### src/rtl/regfile_wb_ctrl_pkg.sv
// Shared definitions for the register-file writeback controller:
// default widths and depth, the hardwired-zero register address and
// the layout of one buffered writeback entry.
package regfile_wb_ctrl_pkg;

    localparam int DEF_DW    = 8;
    localparam int DEF_AW    = 3;
    localparam int DEF_DEPTH = 4;

    // Register 0 reads as zero and is never written.
    localparam int REG_ZERO  = 0;

    typedef struct packed {
        logic [DEF_AW-1:0] addr;
        logic [DEF_DW-1:0] data;
    } wb_entry_t;

endpackage

### src/rtl/regfile_wb_ctrl_wb_fifo.sv
// In-order write buffer for the writeback controller. Holds pending
// register writes and exposes every slot in age order (index 0 is the
// oldest) so the bypass search can pick the youngest matching entry.
module wb_fifo
    import regfile_wb_ctrl_pkg::*;
#(
    parameter int DW    = DEF_DW,
    parameter int AW    = DEF_AW,
    parameter int DEPTH = DEF_DEPTH
)
(
    input  logic                          clk,
    input  logic                          rst_n,
    input  logic                          push,
    input  logic [AW-1:0]                 push_addr,
    input  logic [DW-1:0]                 push_data,
    input  logic                          pop,
    output logic                          full,
    output logic                          empty,
    output logic [AW-1:0]                 head_addr,
    output logic [DW-1:0]                 head_data,
    output logic [DEPTH-1:0]              ent_valid,
    output logic [DEPTH-1:0][AW-1:0]      ent_addr,
    output logic [DEPTH-1:0][DW-1:0]      ent_data
);

    localparam int PW = (DEPTH > 1) ? $clog2(DEPTH) : 1;
    localparam int CW = PW + 1;

    logic [AW-1:0] mem_addr [DEPTH];
    logic [DW-1:0] mem_data [DEPTH];
    logic [PW-1:0] rd_ptr;
    logic [PW-1:0] wr_ptr;
    logic [CW-1:0] count;
    logic          do_push;
    logic          do_pop;

    assign full    = (count == CW'(DEPTH));
    assign empty   = (count == '0);
    assign do_push = push && !full;
    assign do_pop  = pop && !empty;

    assign head_addr = mem_addr[rd_ptr];
    assign head_data = mem_data[rd_ptr];

    // Storage needs no reset: the count alone decides which slots are live.
    always_ff @(posedge clk) begin
        if (do_push) begin
            mem_addr[wr_ptr] <= push_addr;
            mem_data[wr_ptr] <= push_data;
        end
    end

    // Pointers wrap naturally at DEPTH; count tracks occupancy 0..DEPTH.
    always_ff @(posedge clk or negedge rst_n) begin
        if (!rst_n) begin
            rd_ptr <= '0;
            wr_ptr <= '0;
            count  <= '0;
        end else begin
            if (do_push) begin
                wr_ptr <= wr_ptr + PW'(1);
            end
            if (do_pop) begin
                rd_ptr <= rd_ptr + PW'(1);
            end
            case ({do_push, do_pop})
                2'b10:   count <= count + CW'(1);
                2'b01:   count <= count - CW'(1);
                default: count <= count;
            endcase
        end
    end

    // Age-ordered view of the buffer, oldest entry first.
    always_comb begin
        ent_valid = '0;
        ent_addr  = '0;
        ent_data  = '0;
        for (int i = 0; i < DEPTH; i++) begin
            ent_valid[i] = (CW'(i) < count);
            ent_addr[i]  = mem_addr[rd_ptr + PW'(i)];
            ent_data[i]  = mem_data[rd_ptr + PW'(i)];
        end
    end

endmodule

### src/rtl/regfile_wb_ctrl.sv
// Writeback controller for the 8-entry register file. Accepts results
// over valid/ready, queues them in order, retires one write per enabled
// cycle through a registered write port, and offers a youngest-first
// bypass lookup over everything not yet in the array.
module regfile_wb_ctrl
    import regfile_wb_ctrl_pkg::*;
#(
    parameter int DW    = DEF_DW,
    parameter int AW    = DEF_AW,
    parameter int DEPTH = DEF_DEPTH
)
(
    input  logic          clk,
    input  logic          rst_n,
    input  logic          res_valid,
    output logic          res_ready,
    input  logic [AW-1:0] res_addr,
    input  logic [DW-1:0] res_data,
    input  logic          drain_en,
    output logic          regwrite,
    output logic [AW-1:0] wa,
    output logic [DW-1:0] wd,
    input  logic [AW-1:0] chk_a1,
    input  logic [AW-1:0] chk_a2,
    output logic          hit1,
    output logic          hit2,
    output logic [DW-1:0] fwd1,
    output logic [DW-1:0] fwd2,
    output logic          idle
);

    logic                     fifo_full;
    logic                     fifo_empty;
    logic [AW-1:0]            head_addr;
    logic [DW-1:0]            head_data;
    logic [DEPTH-1:0]         ent_valid;
    logic [DEPTH-1:0][AW-1:0] ent_addr;
    logic [DEPTH-1:0][DW-1:0] ent_data;
    logic                     accept;
    logic                     push;
    logic                     pop;

    // Ready depends only on registered occupancy, so there is no path
    // from res_valid or drain_en back to res_ready.
    assign res_ready = !fifo_full;
    assign accept    = res_valid && res_ready;

    // Writes to register 0 complete the handshake but are dropped here.
    assign push = accept && (res_addr != AW'(REG_ZERO));
    assign pop  = drain_en && !fifo_empty;

    wb_fifo #(
        .DW    (DW),
        .AW    (AW),
        .DEPTH (DEPTH)
    ) u_fifo (
        .clk       (clk),
        .rst_n     (rst_n),
        .push      (push),
        .push_addr (res_addr),
        .push_data (res_data),
        .pop       (pop),
        .full      (fifo_full),
        .empty     (fifo_empty),
        .head_addr (head_addr),
        .head_data (head_data),
        .ent_valid (ent_valid),
        .ent_addr  (ent_addr),
        .ent_data  (ent_data)
    );

    // Output stage: one strobe per retired entry, address/data hold when idle.
    always_ff @(posedge clk or negedge rst_n) begin
        if (!rst_n) begin
            regwrite <= 1'b0;
            wa       <= '0;
            wd       <= '0;
        end else if (pop) begin
            regwrite <= 1'b1;
            wa       <= head_addr;
            wd       <= head_data;
        end else begin
            regwrite <= 1'b0;
        end
    end

    // Youngest matching candidate wins: scan from the output stage (oldest)
    // up through the buffer so later matches overwrite earlier ones.
    function automatic logic [DW:0] bypass_lookup(
        input logic [AW-1:0]                 a,
        input logic [DEPTH-1:0]              valids,
        input logic [DEPTH-1:0][AW-1:0]      addrs,
        input logic [DEPTH-1:0][DW-1:0]      datas,
        input logic                          out_valid,
        input logic [AW-1:0]                 out_addr,
        input logic [DW-1:0]                 out_data
    );
        logic [DW:0] result;
        result = '0;
        if (a != AW'(REG_ZERO)) begin
            if (out_valid && (out_addr == a)) begin
                result = {1'b1, out_data};
            end
            for (int i = 0; i < DEPTH; i++) begin
                if (valids[i] && (addrs[i] == a)) begin
                    result = {1'b1, datas[i]};
                end
            end
        end
        return result;
    endfunction

    // Bypass lookup for the first read port.
    always_comb begin
        {hit1, fwd1} = bypass_lookup(chk_a1, ent_valid, ent_addr, ent_data,
                                     regwrite, wa, wd);
    end

    // Bypass lookup for the second read port.
    always_comb begin
        {hit2, fwd2} = bypass_lookup(chk_a2, ent_valid, ent_addr, ent_data,
                                     regwrite, wa, wd);
    end

    assign idle = fifo_empty && !regwrite;

endmodule

### config.mk
export PLATFORM = sky130hd
export DESIGN_NAME = regfile_wb_ctrl
export DESIGN_NICKNAME = d
export VERILOG_FILES = /design/src/rtl/regfile_wb_ctrl_pkg.sv /design/src/rtl/regfile_wb_ctrl_wb_fifo.sv /design/src/rtl/regfile_wb_ctrl.sv
export SDC_FILE = /design/constraint.sdc
export NUM_CORES = 1
export LEC_CHECK = 0
export CAP_MARGIN = 5
export CORE_MARGIN = 2
export CORE_UTILIZATION = 62
export DETAILED_ROUTE_END_ITERATION = 16
export GPL_TIMING_DRIVEN = 1
export HOLD_SLACK_MARGIN = 0.1
export PLACE_DENSITY = 0.89
export SYNTH_ARGS = -nofsm -noshare
export SYNTH_HDL_FRONTEND = slang
export SYNTH_HIERARCHICAL = 1
export SYNTH_SLANG_ARGS = --single-unit
### constraint.sdc
create_clock -name clk -period 7.4 [get_ports clk]
set_input_delay 0.74 -clock clk [delete_from_list [all_inputs] [get_ports clk]]
set_output_delay 0.74 -clock clk [all_outputs]
set_load 0.05 [all_outputs]
==> impl_results.html, run 1 <==
<table>
<tr><th>Metric</th><th>Value</th></tr>
<tr><th colspan="2">Yosys</th></tr>
<tr><td>Largest family of logic cells by synthesized area</td><td>multiplexers</td></tr>
<tr><td>Simple-gate portion of the synthesized area</td><td>0.0842</td></tr>
<tr><td>Compound-cell area share of the yosys netlist</td><td>0.120</td></tr>
<tr><td>Cells after synthesis</td><td>between 300 and 400</td></tr>
<tr><td>Most common flop cell mapped by yosys</td><td>sky130_fd_sc_hd__edfxtp_1</td></tr>
<tr><td>Syn. warnings</td><td>6</td></tr>
<tr><td>Synthesized Nets</td><td>405</td></tr>
<tr><td>Mux contribution to synthesized area</td><td>0.249</td></tr>
<tr><td>Number of enable-type register cells in the synthesized netlist</td><td>between 40 and 50</td></tr>
<tr><td>Post-Synth Adder-Cell Area</td><td>0.0241</td></tr>
<tr><td>Number of different library cells in the post-synthesis netlist</td><td>39</td></tr>
<tr><td>Fraction of the yosys area taken by sequential cells</td><td>0.384</td></tr>
<tr><td>Register bit total from synthesis</td><td>63</td></tr>
<tr><td>Average cell area after synthesis</td><td>roughly 12 sq um</td></tr>
<tr><td>XOR/XNOR Fraction of Synth Area</td><td>0.0673</td></tr>
<tr><td>Fraction of synthesis flops using an asynchronous set or reset pin</td><td>0.302</td></tr>
<tr><td>Syn Std Cell Area</td><td>between 4000 and 5000 sq um</td></tr>
<tr><th colspan="2">Timing</th></tr>
<tr><td>Setup-failing EPs final</td><td>0</td></tr>
<tr><td>Worst slew margin relative to its limit</td><td>0.260</td></tr>
<tr><td>Setup repair after global routing missed its margin</td><td>false</td></tr>
<tr><td>Worst Max-Slew Pin Slew</td><td>1.11 ns</td></tr>
<tr><td>Count of final max-slew check failures</td><td>0</td></tr>
<tr><td>Min setup slack post-route</td><td>between 2 and 2.5 ns</td></tr>
<tr><td>Post-route worst hold slack</td><td>0.574 ns</td></tr>
<tr><td>Minimum clock period after layout</td><td>5.14 ns</td></tr>
<tr><td>Final hold vios</td><td>0</td></tr>
<tr><td>Fmax</td><td>195 MHz</td></tr>
<tr><td>Ratio of final minimum period to clock period</td><td>0.694</td></tr>
<tr><td>Setup Skew</td><td>0.0122 ns</td></tr>
<tr><td>Setup TNS</td><td>0 ns</td></tr>
<tr><th colspan="2">CTS</th></tr>
<tr><td>CTS H-Tree Depth</td><td>3</td></tr>
<tr><td>Post-CTS setup buffer count</td><td>0</td></tr>
<tr><td>Count of hold buffers inserted by post-cts repair</td><td>0</td></tr>
<tr><td>Resized cells post-CTS</td><td>0</td></tr>
<tr><td>Number of buffers added by the clock tree synthesis step</td><td>9</td></tr>
<tr><td>Clock Root Buffer</td><td>sky130_fd_sc_hd__clkbuf_8</td></tr>
<tr><td>Count of clock tree sinks</td><td>63</td></tr>
<tr><td>Clock-pin slew of the registers on the worst-case setup and hold paths</td><td>roughly 0.080 ns</td></tr>
<tr><td>TritonCTS clock tree</td><td>done</td></tr>
<tr><td>Longest Clk Path Bufs</td><td>2</td></tr>
<tr><td>Worst-Skew Late Latency</td><td>0.34 ns</td></tr>
<tr><th colspan="2">Critical path</th></tr>
<tr><td>Worst Reg2Reg Path Length in Cells</td><td>7</td></tr>
<tr><td>Critical-path top delay cell</td><td>sky130_fd_sc_hd__dfrtp_2</td></tr>
<tr><td>Endpoint of the worst-slack reg-to-reg timing path</td><td>u_fifo/mem_addr[1][1]$_DFFE_PP_</td></tr>
<tr><td>Category of the worst setup path launch point</td><td>flip-flop</td></tr>
<tr><td>Crit path arrival time</td><td>4.40 ns</td></tr>
<tr><td>Critical path required time</td><td>about 6.7 ns</td></tr>
<tr><td>Worst-path cell chain</td><td>mux4_2 &gt; xnor2_1 &gt; nand4_1 &gt; o21ai_0 &gt; o221ai_1 &gt; nor2_1 &gt; clkdlybuf4s50_1</td></tr>
<tr><td>Launch instance of the worst register-to-register path</td><td>u_fifo/count[0]$_DFFE_PN0P_</td></tr>
<tr><td>Worst reg2reg setup slack</td><td>~4.8 ns</td></tr>
<tr><td>Critical path class</td><td>reg2out</td></tr>
<tr><td>Critical-path maximum fanout</td><td>46</td></tr>
<tr><td>Biggest cell delay along the critical path</td><td>1.10 ns</td></tr>
<tr><td>Type of destination of the critical path</td><td>output pin</td></tr>
<tr><th colspan="2">Floorplan</th></tr>
<tr><td>I/O pin total</td><td>between 50 and 60</td></tr>
<tr><td>Overall die area</td><td>roughly 8300 sq um</td></tr>
<tr><td>Starting density of the core</td><td>0.642</td></tr>
<tr><td>Number of rows in the core area</td><td>31</td></tr>
<tr><td>Die span in y</td><td>90.9 um</td></tr>
<tr><td>Width of the chip</td><td>90.9 um</td></tr>
<tr><td>CORE AREA</td><td>7290 sq um</td></tr>
<tr><th colspan="2">Final layout</th></tr>
<tr><td>Leading cell type in the layout, fill and taps excluded</td><td>sky130_fd_sc_hd__clkdlybuf4s50_1</td></tr>
<tr><td>Antenna cell count</td><td>0</td></tr>
<tr><td>Area growth, synth to finish</td><td>11.7%</td></tr>
<tr><td>Layout cells sized above 1</td><td>0.158</td></tr>
<tr><td>Net count, final</td><td>430</td></tr>
<tr><td>Area used by sequential logic in the layout</td><td>1800 sq um</td></tr>
<tr><td>Filler cell count</td><td>506</td></tr>
<tr><td>Multi-input gate area</td><td>2550 sq um</td></tr>
<tr><td>Commonest non-fill, non-tap cells in the layout</td><td>sky130_fd_sc_hd__clkdlybuf4s50_1, sky130_fd_sc_hd__edfxtp_1, sky130_fd_sc_hd__o21ai_0</td></tr>
<tr><th colspan="2">Global routing</th></tr>
<tr><td>Remaining global-route overflow</td><td>0</td></tr>
<tr><td>First-pass GRT wire length</td><td>18100 um</td></tr>
<tr><td>Initial antenna violation count</td><td>0</td></tr>
<tr><td>All-layer global routing usage</td><td>0.282</td></tr>
<tr><td>Via count of the first global-routing pass</td><td>3377</td></tr>
<tr><td>Maximum number of pins on one net before global-route repair</td><td>47</td></tr>
<tr><th colspan="2">Routing</th></tr>
<tr><td>Average vias per placed instance</td><td>6.81</td></tr>
<tr><td>Antenna viol nets, final</td><td>0</td></tr>
<tr><td>Total via count after detailed routing</td><td>3433</td></tr>
<tr><td>DRT iter0 DRCs</td><td>303</td></tr>
<tr><td>Router iterations before antenna repair</td><td>6</td></tr>
<tr><td>Detailed-route wire length per cell</td><td>about 22 um</td></tr>
<tr><td>Total length of routed wires</td><td>10800 um</td></tr>
<tr><td>DRC violations left</td><td>0</td></tr>
<tr><th colspan="2">Placed design</th></tr>
<tr><td>Estimated wirelength of the detail-placed design</td><td>7840 um</td></tr>
<tr><td>Weighted congestion reported at the end of routability-driven placement</td><td>0.971</td></tr>
<tr><td>PortBufs</td><td>52</td></tr>
<tr><td>Worst slack at placement</td><td>2.66 ns</td></tr>
<tr><th colspan="2">Min path</th></tr>
<tr><td>Startpoint of the tightest hold check path</td><td>wd[7]$_DFFE_PN0P_</td></tr>
<tr><td>Cell count of the worst hold path</td><td>1</td></tr>
<tr><td>Capture endpoint of the worst hold path</td><td>wd[7]$_DFFE_PN0P_</td></tr>
<tr><td>Worst Hold Class</td><td>reg2reg</td></tr>
<tr><th colspan="2">Run</th></tr>
<tr><td>Max-cap viol count</td><td>0</td></tr>
<tr><th colspan="2">Status</th></tr>
<tr><td>Status</td><td>finished, final reports clean</td></tr>
</table>
## per-layer routing
metal	vias to the layer above	global-route usage	wire, um	part of all wire
met5	-	0	0	0
met4	0	0.0947	202	0.019
met3	32	0.0718	1110	0.10
met2	245	0.428	5130	0.47
met1	1634	0.401	4400	0.41
li1	1522	-	-	-
## logic make-up (layout without fill, tap and decap cells)
kind of cell,after synthesis,after routing
multiplexers,56,56
flip-flops,63,63
AO/OA/AOI/OAI,88,88
AND/OR/NAND/NOR,77,77
adder cells (fa/ha/maj),9,9
XOR/XNOR,36,36
buffers and inverters,46,76
## Yosys cell counts, drive strengths merged (9+ instances only)
master | n | area (sq um)
a211oi | 16 | 120
a21oi | 16 | 80.1
o21ai | 34 | 170
dfrtp | 19 | 475
xnor2 | 28 | 245
nand2 | 18 | 67.6
mux4 | 44 | 1030
mux2 | 11 | 124
ha | 9 | 113
nor2b | 10 | 62.6
edfxtp | 44 | 1320
o221ai | 16 | 140
buf | 32 | 282
nor2 | 20 | 75.1
## critical path: cells and delay by family, from the launching register on
kind	cells	cell delay, ns
flops	1	1.10
buf+inv	1	0.82
simple gates	2	0.68
mux	1	0.67
compound gates	2	0.58
xor+xnor	1	0.20
## worst max path at each step
| stage | from | to | slack [ns] | cells past startpoint |
|---|---|---|---|---|
| floorplan | u_fifo/rd_ptr[1]$_DFFE_PN0P_ | fwd2[7] | 3.86 | 9 |
| global placement | u_fifo/rd_ptr[0]$_DFFE_PN0P_ | fwd2[5] | 2.74 | 7 |
| detailed placement | u_fifo/rd_ptr[0]$_DFFE_PN0P_ | fwd2[2] | 2.66 | 7 |
| CTS | u_fifo/rd_ptr[0]$_DFFE_PN0P_ | fwd2[2] | 2.28 | 7 |
| global route | u_fifo/rd_ptr[0]$_DFFE_PN0P_ | fwd1[7] | 1.90 | 7 |
| finish | u_fifo/rd_ptr[0]$_DFFE_PN0P_ | fwd1[2] | 2.26 | 7 |
## flip-flops by register name (all words and copies together) (netlist names)
signal / cells
wd: 8
u_fifo/count: 3
u_fifo/mem_data: 32
u_fifo/wr_ptr: 2
u_fifo/rd_ptr: 2
wa: 3
u_fifo/mem_addr: 12
regwrite: 1
## stage by stage
step / area, sq um / instances / util
6_report: 5230 / 504 / 0.717
2_1_floorplan: 4680 / 375 / -
4_1_cts: 5230 / 504 / 0.717
3_5_place_dp: 5030 / 488 / 0.689
5_1_grt: 5230 / 504 / 0.717
3_3_place_gp: 5030 / 488 / 0.689
## final cells by class
cell class | count | share of cell area
multi-input combinational | 266 | 0.487
sequential | 63 | 0.344
timing repair buffer | 53 | 0.101
clock buffer | 9 | 0.0237
tap | 99 | 0.0237
clock inverter | 7 | 0.0153
inverter | 7 | 0.00502
Power of run 1 is not shown: default switching activity piles up to over one toggle a cycle in this logic, so the estimate is an artifact.
==> run 2, diff against run 1 <==
--- a/config.mk
+++ b/config.mk
@@ -7,11 +7,11 @@
 export LEC_CHECK = 0
 export CAP_MARGIN = 5
 export CORE_MARGIN = 2
-export CORE_UTILIZATION = 62
+export CORE_UTILIZATION = 57
 export DETAILED_ROUTE_END_ITERATION = 16
 export GPL_TIMING_DRIVEN = 1
 export HOLD_SLACK_MARGIN = 0.1
-export PLACE_DENSITY = 0.89
+export PLACE_DENSITY = 0.83
 export SYNTH_ARGS = -nofsm -noshare
 export SYNTH_HDL_FRONTEND = slang
 export SYNTH_HIERARCHICAL = 1
==> constraint.sdc (replaced) <==
create_clock -name clk -period 5.1 [get_ports clk]
set_input_delay 0.51 -clock clk [delete_from_list [all_inputs] [get_ports clk]]
set_output_delay 0.51 -clock clk [all_outputs]
set_load 0.05 [all_outputs]
==> run 2 against run 1 <==
Net effect: sequential share of layout area fell by 0.30 points; clock skew barely moved; worst hold slack improved by 0.0070 ns; global-route usage fell by 2.0 points; die area rose by 8.4%; routed wire length rose by 3.4%; worst setup slack got worse by 1.8 ns; register-to-register slack got worse by 2.3 ns; cell count rose by 1.6%; design area rose by 0.89%; via count rose by 1.0%.
==> impl_results.html, run 2 (synthesized netlist as in run 1, its figures left out) <==
<table>
<tr><th>Metric</th><th>Value</th></tr>
<tr><th colspan="2">Min path</th></tr>
<tr><td>Worst Hold Class</td><td>reg2reg</td></tr>
<tr><th colspan="2">Final layout</th></tr>
<tr><td>Leading cell type in the layout, fill and taps excluded</td><td>sky130_fd_sc_hd__clkdlybuf4s50_1</td></tr>
<tr><td>Layout cells sized above 1</td><td>0.162</td></tr>
<tr><td>Commonest non-fill, non-tap cells in the layout</td><td>sky130_fd_sc_hd__clkdlybuf4s50_1, sky130_fd_sc_hd__edfxtp_1, sky130_fd_sc_hd__o21ai_0</td></tr>
<tr><td>Post-layout utilization of the core</td><td>0.652</td></tr>
<tr><td>Biggest regs</td><td>u_fifo/mem_data: 32 flops, u_fifo/mem_addr: 12 flops, wd: 8 flops</td></tr>
<tr><td>Net count, final</td><td>432</td></tr>
<tr><td>Top reg by flops</td><td>u_fifo/mem_data</td></tr>
<tr><td>Filler cell count</td><td>approximately 610</td></tr>
<tr><td>Area growth, synth to finish</td><td>12.7%</td></tr>
<tr><td>Antenna cell count</td><td>0</td></tr>
<tr><td>Number of flip-flops under the largest register name</td><td>32</td></tr>
<tr><th colspan="2">Placed design</th></tr>
<tr><td>Weighted congestion reported at the end of routability-driven placement</td><td>0.978</td></tr>
<tr><td>Worst slack at placement</td><td>0.920 ns</td></tr>
<tr><td>PortBufs</td><td>52</td></tr>
<tr><td>Estimated wirelength of the detail-placed design</td><td>7920 um</td></tr>
<tr><th colspan="2">Timing</th></tr>
<tr><td>Worst slew margin relative to its limit</td><td>0.298</td></tr>
<tr><td>Setup repair after global routing missed its margin</td><td>false</td></tr>
<tr><td>Count of final max-slew check failures</td><td>0</td></tr>
<tr><td>Post-route worst hold slack</td><td>0.581 ns</td></tr>
<tr><td>Min setup slack post-route</td><td>0.452 ns</td></tr>
<tr><td>Setup-failing EPs final</td><td>0</td></tr>
<tr><td>Final hold vios</td><td>0</td></tr>
<tr><td>Minimum clock period after layout</td><td>around 4.6 ns</td></tr>
<tr><td>Worst Max-Slew Pin Slew</td><td>1.04 ns</td></tr>
<tr><td>Ratio of final minimum period to clock period</td><td>0.911</td></tr>
<tr><td>Setup Skew</td><td>0.0120 ns</td></tr>
<tr><td>Fmax</td><td>215 MHz</td></tr>
<tr><td>Setup TNS</td><td>0 ns</td></tr>
<tr><th colspan="2">Global routing</th></tr>
<tr><td>Via count of the first global-routing pass</td><td>approximately 3200</td></tr>
<tr><td>First-pass GRT wire length</td><td>17600 um</td></tr>
<tr><td>All-layer global routing usage</td><td>0.262</td></tr>
<tr><td>Maximum number of pins on one net before global-route repair</td><td>31</td></tr>
<tr><td>Remaining global-route overflow</td><td>0</td></tr>
<tr><td>Initial antenna violation count</td><td>0</td></tr>
<tr><th colspan="2">Floorplan</th></tr>
<tr><td>CORE AREA</td><td>8090 sq um</td></tr>
<tr><td>Die span in y</td><td>94.6 um</td></tr>
<tr><td>Overall die area</td><td>8950 sq um</td></tr>
<tr><td>I/O pin total</td><td>53</td></tr>
<tr><td>Starting density of the core</td><td>0.579</td></tr>
<tr><td>Number of rows in the core area</td><td>33</td></tr>
<tr><td>Width of the chip</td><td>94.6 um</td></tr>
<tr><th colspan="2">Critical path</th></tr>
<tr><td>Critical-path maximum fanout</td><td>30</td></tr>
<tr><td>Critical path class</td><td>reg2out</td></tr>
<tr><td>Category of the worst setup path launch point</td><td>flip-flop</td></tr>
<tr><td>Crit path arrival time</td><td>~4.1 ns</td></tr>
<tr><td>Critical path required time</td><td>approximately 4.6 ns</td></tr>
<tr><td>Type of destination of the critical path</td><td>output pin</td></tr>
<tr><th colspan="2">Status</th></tr>
<tr><td>Status</td><td>finished, final reports clean</td></tr>
<tr><th colspan="2">CTS</th></tr>
<tr><td>Number of buffers added by the clock tree synthesis step</td><td>9</td></tr>
<tr><td>Resized cells post-CTS</td><td>0</td></tr>
<tr><td>Clock-pin slew of the registers on the worst-case setup and hold paths</td><td>0.08 ns</td></tr>
<tr><td>Count of hold buffers inserted by post-cts repair</td><td>0</td></tr>
<tr><td>Longest Clk Path Bufs</td><td>2</td></tr>
<tr><td>Worst-Skew Late Latency</td><td>0.35 ns</td></tr>
<tr><td>CTS H-Tree Depth</td><td>3</td></tr>
<tr><td>Count of clock tree sinks</td><td>63</td></tr>
<tr><td>Post-CTS setup buffer count</td><td>0</td></tr>
<tr><td>Clock Root Buffer</td><td>sky130_fd_sc_hd__clkbuf_8</td></tr>
<tr><td>TritonCTS clock tree</td><td>done</td></tr>
<tr><th colspan="2">Routing</th></tr>
<tr><td>Average vias per placed instance</td><td>~6.8</td></tr>
<tr><td>Total length of routed wires</td><td>11200 um</td></tr>
<tr><td>DRT iter0 DRCs</td><td>421</td></tr>
<tr><td>Router iterations before antenna repair</td><td>8</td></tr>
<tr><td>Detailed-route wire length per cell</td><td>21.9 um</td></tr>
<tr><td>Total via count after detailed routing</td><td>3469</td></tr>
<tr><td>DRC violations left</td><td>0</td></tr>
<tr><td>Antenna viol nets, final</td><td>0</td></tr>
<tr><th colspan="2">Run</th></tr>
<tr><td>Max-cap viol count</td><td>0</td></tr>
</table>
run 2: cell count changes in the layout (fill, tap and decap cells not counted):
cell                         delta
sky130_fd_sc_hd__buf_4          +2
sky130_fd_sc_hd__clkinvlp_4     -2
sky130_fd_sc_hd__bufinv_16      +1
sky130_fd_sc_hd__clkinv_4       +1
run 2: worst max-delay path, cell delays in order, from the launching register on:
cell and delay (ns):
sky130_fd_sc_hd__dfrtp_2 0.61, sky130_fd_sc_hd__buf_4 0.45, sky130_fd_sc_hd__mux4_1 0.41, sky130_fd_sc_hd__xnor2_1 0.20
sky130_fd_sc_hd__nand4_1 0.58, sky130_fd_sc_hd__o21ai_0 0.34, sky130_fd_sc_hd__o221ai_1 0.16, sky130_fd_sc_hd__nor2_1 0.19
sky130_fd_sc_hd__clkdlybuf4s50_1 0.84
run 2: per-layer routing:
layer	vias up	routed length, um	global-route usage
met5	-	0	0
met4	0	266	0.109
met3	32	999	0.0535
met2	220	5230	0.382
met1	1694	4710	0.384
li1	1523	-	-
run 2: cell type report:
type | instances | area (sq um) | area share
Clock buffer | 9 | 124 | 0.0235
Sequential cell | 63 | 1800 | 0.341
Inverter | 7 | 26.3 | 0.00498
Multi-Input combinational cell | 266 | 2550 | 0.483
Clock inverter | 7 | 104 | 0.0197
Timing Repair Buffer | 55 | 543 | 0.103
Tap cell | 105 | 131 | 0.0249
run 2: metrics by stage:
| step | cells | cell area (sq um) |
|---|---|---|
| after floorplan | 375 | 4680 |
| after global placement | 496 | 5050 |
| after detailed placement | 496 | 5050 |
| after CTS | 512 | 5280 |
| after global routing | 512 | 5280 |
| final | 512 | 5280 |
run 2: path summary, 6_finish.rpt:
path / from / endpoint / slack (ns) / cells past startpoint
worst min register to register: wd[0]$_DFFE_PN0P_ / wd[0]$_DFFE_PN0P_ / 0.58 / 1
worst min-delay path: wd[0]$_DFFE_PN0P_ / wd[0]$_DFFE_PN0P_ / 0.58 / 1
min in group asynchronous: rst_n / u_fifo/wr_ptr[1]$_DFFE_PN0P_ / 0.71 / 1
worst max-delay path: u_fifo/rd_ptr[1]$_DFFE_PN0P_ / fwd2[5] / 0.45 / 8
max in group asynchronous: rst_n / u_fifo/rd_ptr[1]$_DFFE_PN0P_ / 3.71 / 1
worst max register to register: u_fifo/count[0]$_DFFE_PN0P_ / u_fifo/mem_addr[0][2]$_DFFE_PP_ / 2.52 / 7
Power of run 2 is left out for the same reason.
==> run 3, diff against run 2 <==
--- a/config.mk
+++ b/config.mk
@@ -12,6 +12,7 @@
 export GPL_TIMING_DRIVEN = 1
 export HOLD_SLACK_MARGIN = 0.1
 export PLACE_DENSITY = 0.83
+export SKIP_LAST_GASP = 1
 export SYNTH_ARGS = -nofsm -noshare
 export SYNTH_HDL_FRONTEND = slang
 export SYNTH_HIERARCHICAL = 1
==> results of run 3 <==
The final DEF is identical to that of run 2; final timing and power are the same.
Power of run 3 is left out for the same reason.
==> edit 1 (flow settings as in run 3) <==
Set the package constant `DEF_AW` to 2 (it was 3).
--- a/src/rtl/regfile_wb_ctrl_pkg.sv
+++ b/src/rtl/regfile_wb_ctrl_pkg.sv
@@ -4,7 +4,7 @@
 package regfile_wb_ctrl_pkg;
 
     localparam int DEF_DW    = 8;
-    localparam int DEF_AW    = 3;
+    localparam int DEF_AW    = 2;
     localparam int DEF_DEPTH = 4;
 
     // Register 0 reads as zero and is never written.
Interface: changed (resized chk_a1, chk_a2, res_addr and wa); port bits go from 53 to 49. No check against the original RTL was run, so the function may have changed too.
==> edit 1 against run 3 <==
  * Area after synthesis fell by 3.6%
  * Critical path type unchanged
  * Synthesized cell count fell by 4.8%
  * Setup slack improved by 120 ps
  * Cell count fell by 4.1%
  * Sequential cell count fell by 5
  * Clock skew fell by 0.79 ps
  * Critical endpoint unchanged
  * Wire length fell by 3.9%
  * Critical path depth fell by 1
  * Register-to-register slack barely moved
  * Cell area fell by 3.8%
Power is left out: the tool's default activity adds up to more than one toggle a clock period on the data nets, which glitch-free logic cannot reach.
==> edit 1: results (changes against run 3) <==
## Run status
- outcome: finished clean, unchanged

## Finish
- Multi-Input Combinational: 247, was 266
- final net count: 411, was 432
- layout cell share with drive strength beyond 1: 20.8%, was 16.2%
- number of fill cells: 565, was 608
- Buffers, non-clock: 51, was 55
- clk cell area share: 4.39%, was 4.32%
- multi-input gate share of total cell area: 49.4%, was 48.3%
- Logic inverters: 17, was 7
- area of the multi-input gates: 2510 µm², was 2550 µm²
- NonClk Buf Share: 9.91%, was 10.3%

## STA
- clock tree skew after final layout: 11.2 ps, was 12.0 ps

## Routing
- final wirelength: 10.8 mm, was 11.2 mm
- number of design-rule violations left by the first detailed-router iteration: 346, was 421
- iteration count of the initial detailed-routing pass: 5, was 8
- detailed-route via count: 3414, was 3469
- detailed-route wire length per cell: 21.9 µm, about the same
- amount of wire on met2 after detailed routing: 5.10 mm, was 5.23 mm

## Setup path
- worst stage delay on the critical path: 870 ps, was 840 ps
- critical register-to-register path endpoint: u_fifo/mem_data[2][0], was u_fifo/mem_addr[0][2]
- worst-case reg-to-reg path depth: 5, was 7
- Crit Path Max Fanout: 35, was 30
- R2R Setup Slk: 2530 ps, was 2520 ps

## Place
- area after detailed placement: 4850 µm², was 5050 µm²
- number of cells in the design after placement: 475, was 496
- final weighted congestion of routability-driven global placement: 0.958, was 0.978
- Placement Setup Slack: 996 ps, was 920 ps

## Worst hold path
- HP Start: u_fifo/rd_ptr[1], was wd[0]
- worst-case hold path end point: u_fifo/rd_ptr[1], was wd[0]

## CTS
- Clock Pin Slew Worst Setup and Hold Paths: 60 ps, was 80 ps

## Synth
- top cells by area, synth: sky130_fd_sc_hd__edfxtp_1 (27%), sky130_fd_sc_hd__mux4_2 (18%), sky130_fd_sc_hd__dfrtp_1 (10%), was sky130_fd_sc_hd__edfxtp_1 (28%), sky130_fd_sc_hd__mux4_2 (16%), sky130_fd_sc_hd__dfrtp_1 (10%)
- sequential element share of the synthesized area: 36.6%, was 38.4%
- proportion of synthesized flip-flops having asynchronous set or reset: 31.0%, was 30.2%

## GRT
- vias in the first global route: 3165, was 3248
- global-route usage over all layers: 25.8%, was 26.2%
- met2 usage: 39.7%, was 38.2%
- global-route track usage on met1: 36.2%, was 38.4%

[edit 1: cell count changes after synthesis, moves of 12 or more]
cell                              run 3  this run
sky130_fd_sc_hd__nand4_1              4        16
sky130_fd_sc_hd__a211oi_1            16         2
sky130_fd_sc_hd__a311oi_1             0        13
sky130_fd_sc_hd__a21bo_2              0        12
sky130_fd_sc_hd__o211ai_1             0        12
sky130_fd_sc_hd__a21oi_1             16         0
sky130_fd_sc_hd__o21ai_0             34        14
sky130_fd_sc_hd__nor2_1              20         6
sky130_fd_sc_hd__o221ai_1            16         0
sky130_fd_sc_hd__a41oi_1              0        13
[edit 1: worst max-delay path: cells and delay by family, from the launching register on]
family,cells,cell delay [ps]
AO/OA/AOI/OAI,2,580
XOR/XNOR,1,620
AND/OR/NAND/NOR,1,300
flip-flops,1,450
buffers and inverters,2,1320
multiplexers,1,420
==> edit 2 (settings of run 3) <==
Without the edit above. Reset style: synchronous (`rst_n`), changed in 2 clocked blocks.
--- a/src/rtl/regfile_wb_ctrl_wb_fifo.sv
+++ b/src/rtl/regfile_wb_ctrl_wb_fifo.sv
@@ -52,7 +52,7 @@
     end
 
     // Pointers wrap naturally at DEPTH; count tracks occupancy 0..DEPTH.
-    always_ff @(posedge clk or negedge rst_n) begin
+    always_ff @(posedge clk) begin
         if (!rst_n) begin
             rd_ptr <= '0;
             wr_ptr <= '0;
--- a/src/rtl/regfile_wb_ctrl.sv
+++ b/src/rtl/regfile_wb_ctrl.sv
@@ -70,7 +70,7 @@
     );
 
     // Output stage: one strobe per retired entry, address/data hold when idle.
-    always_ff @(posedge clk or negedge rst_n) begin
+    always_ff @(posedge clk) begin
         if (!rst_n) begin
             regwrite <= 1'b0;
             wa       <= '0;
Behaviour: differs if rst_n is asserted again (counterexample within 4 cycles, from zero or initial values and one cycle with rst_n low); with rst_n held inactive, the same outputs for 4 cycles.
==> edit 2 against run 3 <==
  * Wire length is 2.1% lower
  * Cell area is 0.45% higher
  * Critical endpoint is now fwd1[6]
  * Critical path type unchanged
  * Setup slack better by 150 ps
  * Sequential cell count is 2 higher
  * Highest routed layer unchanged
  * Area after synthesis is 1.2% higher
==> edit 2: results (changes against run 3) <==
## STA
- maximum operating frequency: 222 MHz, was 215 MHz
- clock tree skew after final layout: 15.3 ps, was 12.0 ps
- Worst slew margin: 38.3%, was 29.8%

## Setup path
- timing endpoint of the critical path: fwd1[6], was fwd2[5]
- FF-to-FF Start: u_fifo/count[1], was u_fifo/count[0]
- Crit Path Max Fanout: 17, was 30
- signal arrival time at the worst endpoint: 3990 ps, was 4140 ps
- worst stage delay on the critical path: 830 ps
- worst-case reg-to-reg path depth: 10, was 7
- critical register-to-register path endpoint: u_fifo/count[2], was u_fifo/mem_addr[0][2]
- worst setup path startpoint: u_fifo/rd_ptr[0], was u_fifo/rd_ptr[1]

## Place
- final weighted congestion of routability-driven global placement: 0.887, was 0.978
- Post-DP HPWL: 8.44 mm, was 7.92 mm
- area after detailed placement: 5130 µm², was 5050 µm²

## Synth
- synthesized-area fraction occupied by adder cells: 2.38%, was 2.41%
- sequential element share of the synthesized area: 36.8%, was 38.4%
- syn nets: 442, was 405
- flip-flop cell with the highest count after synthesis: sky130_fd_sc_hd__edfxtp_1, unchanged
- proportion of synthesized flip-flops having asynchronous set or reset: 0%, was 30.2%
- mux cell area share after synthesis: 23.2%, was 24.9%
- post-synthesis compound-gate area fraction: 14.0%, was 12.0%
- top cells by area, synth: sky130_fd_sc_hd__edfxtp_1 (28%), sky130_fd_sc_hd__mux4_1 (12%), sky130_fd_sc_hd__mux4_2 (11%), was sky130_fd_sc_hd__edfxtp_1 (28%), sky130_fd_sc_hd__mux4_2 (16%), sky130_fd_sc_hd__dfrtp_1 (10%)
- xor and xnor fraction of the mapped netlist area: 6.10%, was 6.73%

## Run status
- outcome: finished clean, unchanged

## GRT
- global-route usage over all layers: 26.0%, was 26.2%
- wire length of the first global-routing pass: 17.9 mm, was 17.6 mm

## Worst hold path
- HP Start: wd[2], was wd[0]
- worst hold path stage count: 2, was 1
- worst-case hold path end point: wd[2], was wd[0]

## Finish
- final net count: 467, was 432
- layout cell share with drive strength beyond 1: 9.50%, was 16.2%
- number of diodes added for antenna fixing: 0, unchanged
- number of fill cells: 597, was 608

## Routing
- Vias per Instance: 6.55, was 6.78
- iteration count of the initial detailed-routing pass: 5, was 8
- met3 WL post-DR: 814 µm, was 999 µm
- Routed met1 length: 4.71 mm, about the same
- number of design-rule violations left by the first detailed-router iteration: 264, was 421
- detailed-route wire length per cell: 20.1 µm, was 21.9 µm

## CTS
- Clock Tree Root: sky130_fd_sc_hd__clkbuf_8, unchanged
- Clock Pin Slew Worst Setup and Hold Paths: 80 ps, about the same

-- edit 2: where the power goes --
| group | total (W) | internal, W | switching, W |
|---|---|---|---|
| sequential | 0.000726 | 0.000637 | 0.0000887 |
| combinational | 0.00115 | 0.000450 | 0.000697 |
| clock | 0.000389 | 0.000188 | 0.000201 |
-- edit 2: cell type report --
cell class                      instances  area, µm²  share of cell area, %
Timing Repair Buffer                   55        543                   10.2
Tap cell                              105        131                   2.48
Inverter                                9       33.8                  0.637
Clock buffer                           11        141                   2.67
Clock inverter                          5       32.5                  0.614
Multi-Input combinational cell        297       2680                   50.5
Sequential cell                        65       1740                   32.9
-- edit 2: metal layers --
layer	vias to the layer above	track usage (%)
met5	-	0
met4	0	8.94
met3	21	5.14
met2	181	40.9
met1	1740	36.2
li1	1643	-
-- edit 2: per-stage QoR --
stage / cells / hold slack [ps]
6_report: 547 / 512
5_1_grt: 547 / 547
4_1_cts: 547 / 517
3_5_place_dp: 531 / 506
3_3_place_gp: 531 / 489
2_1_floorplan: 412 / 514
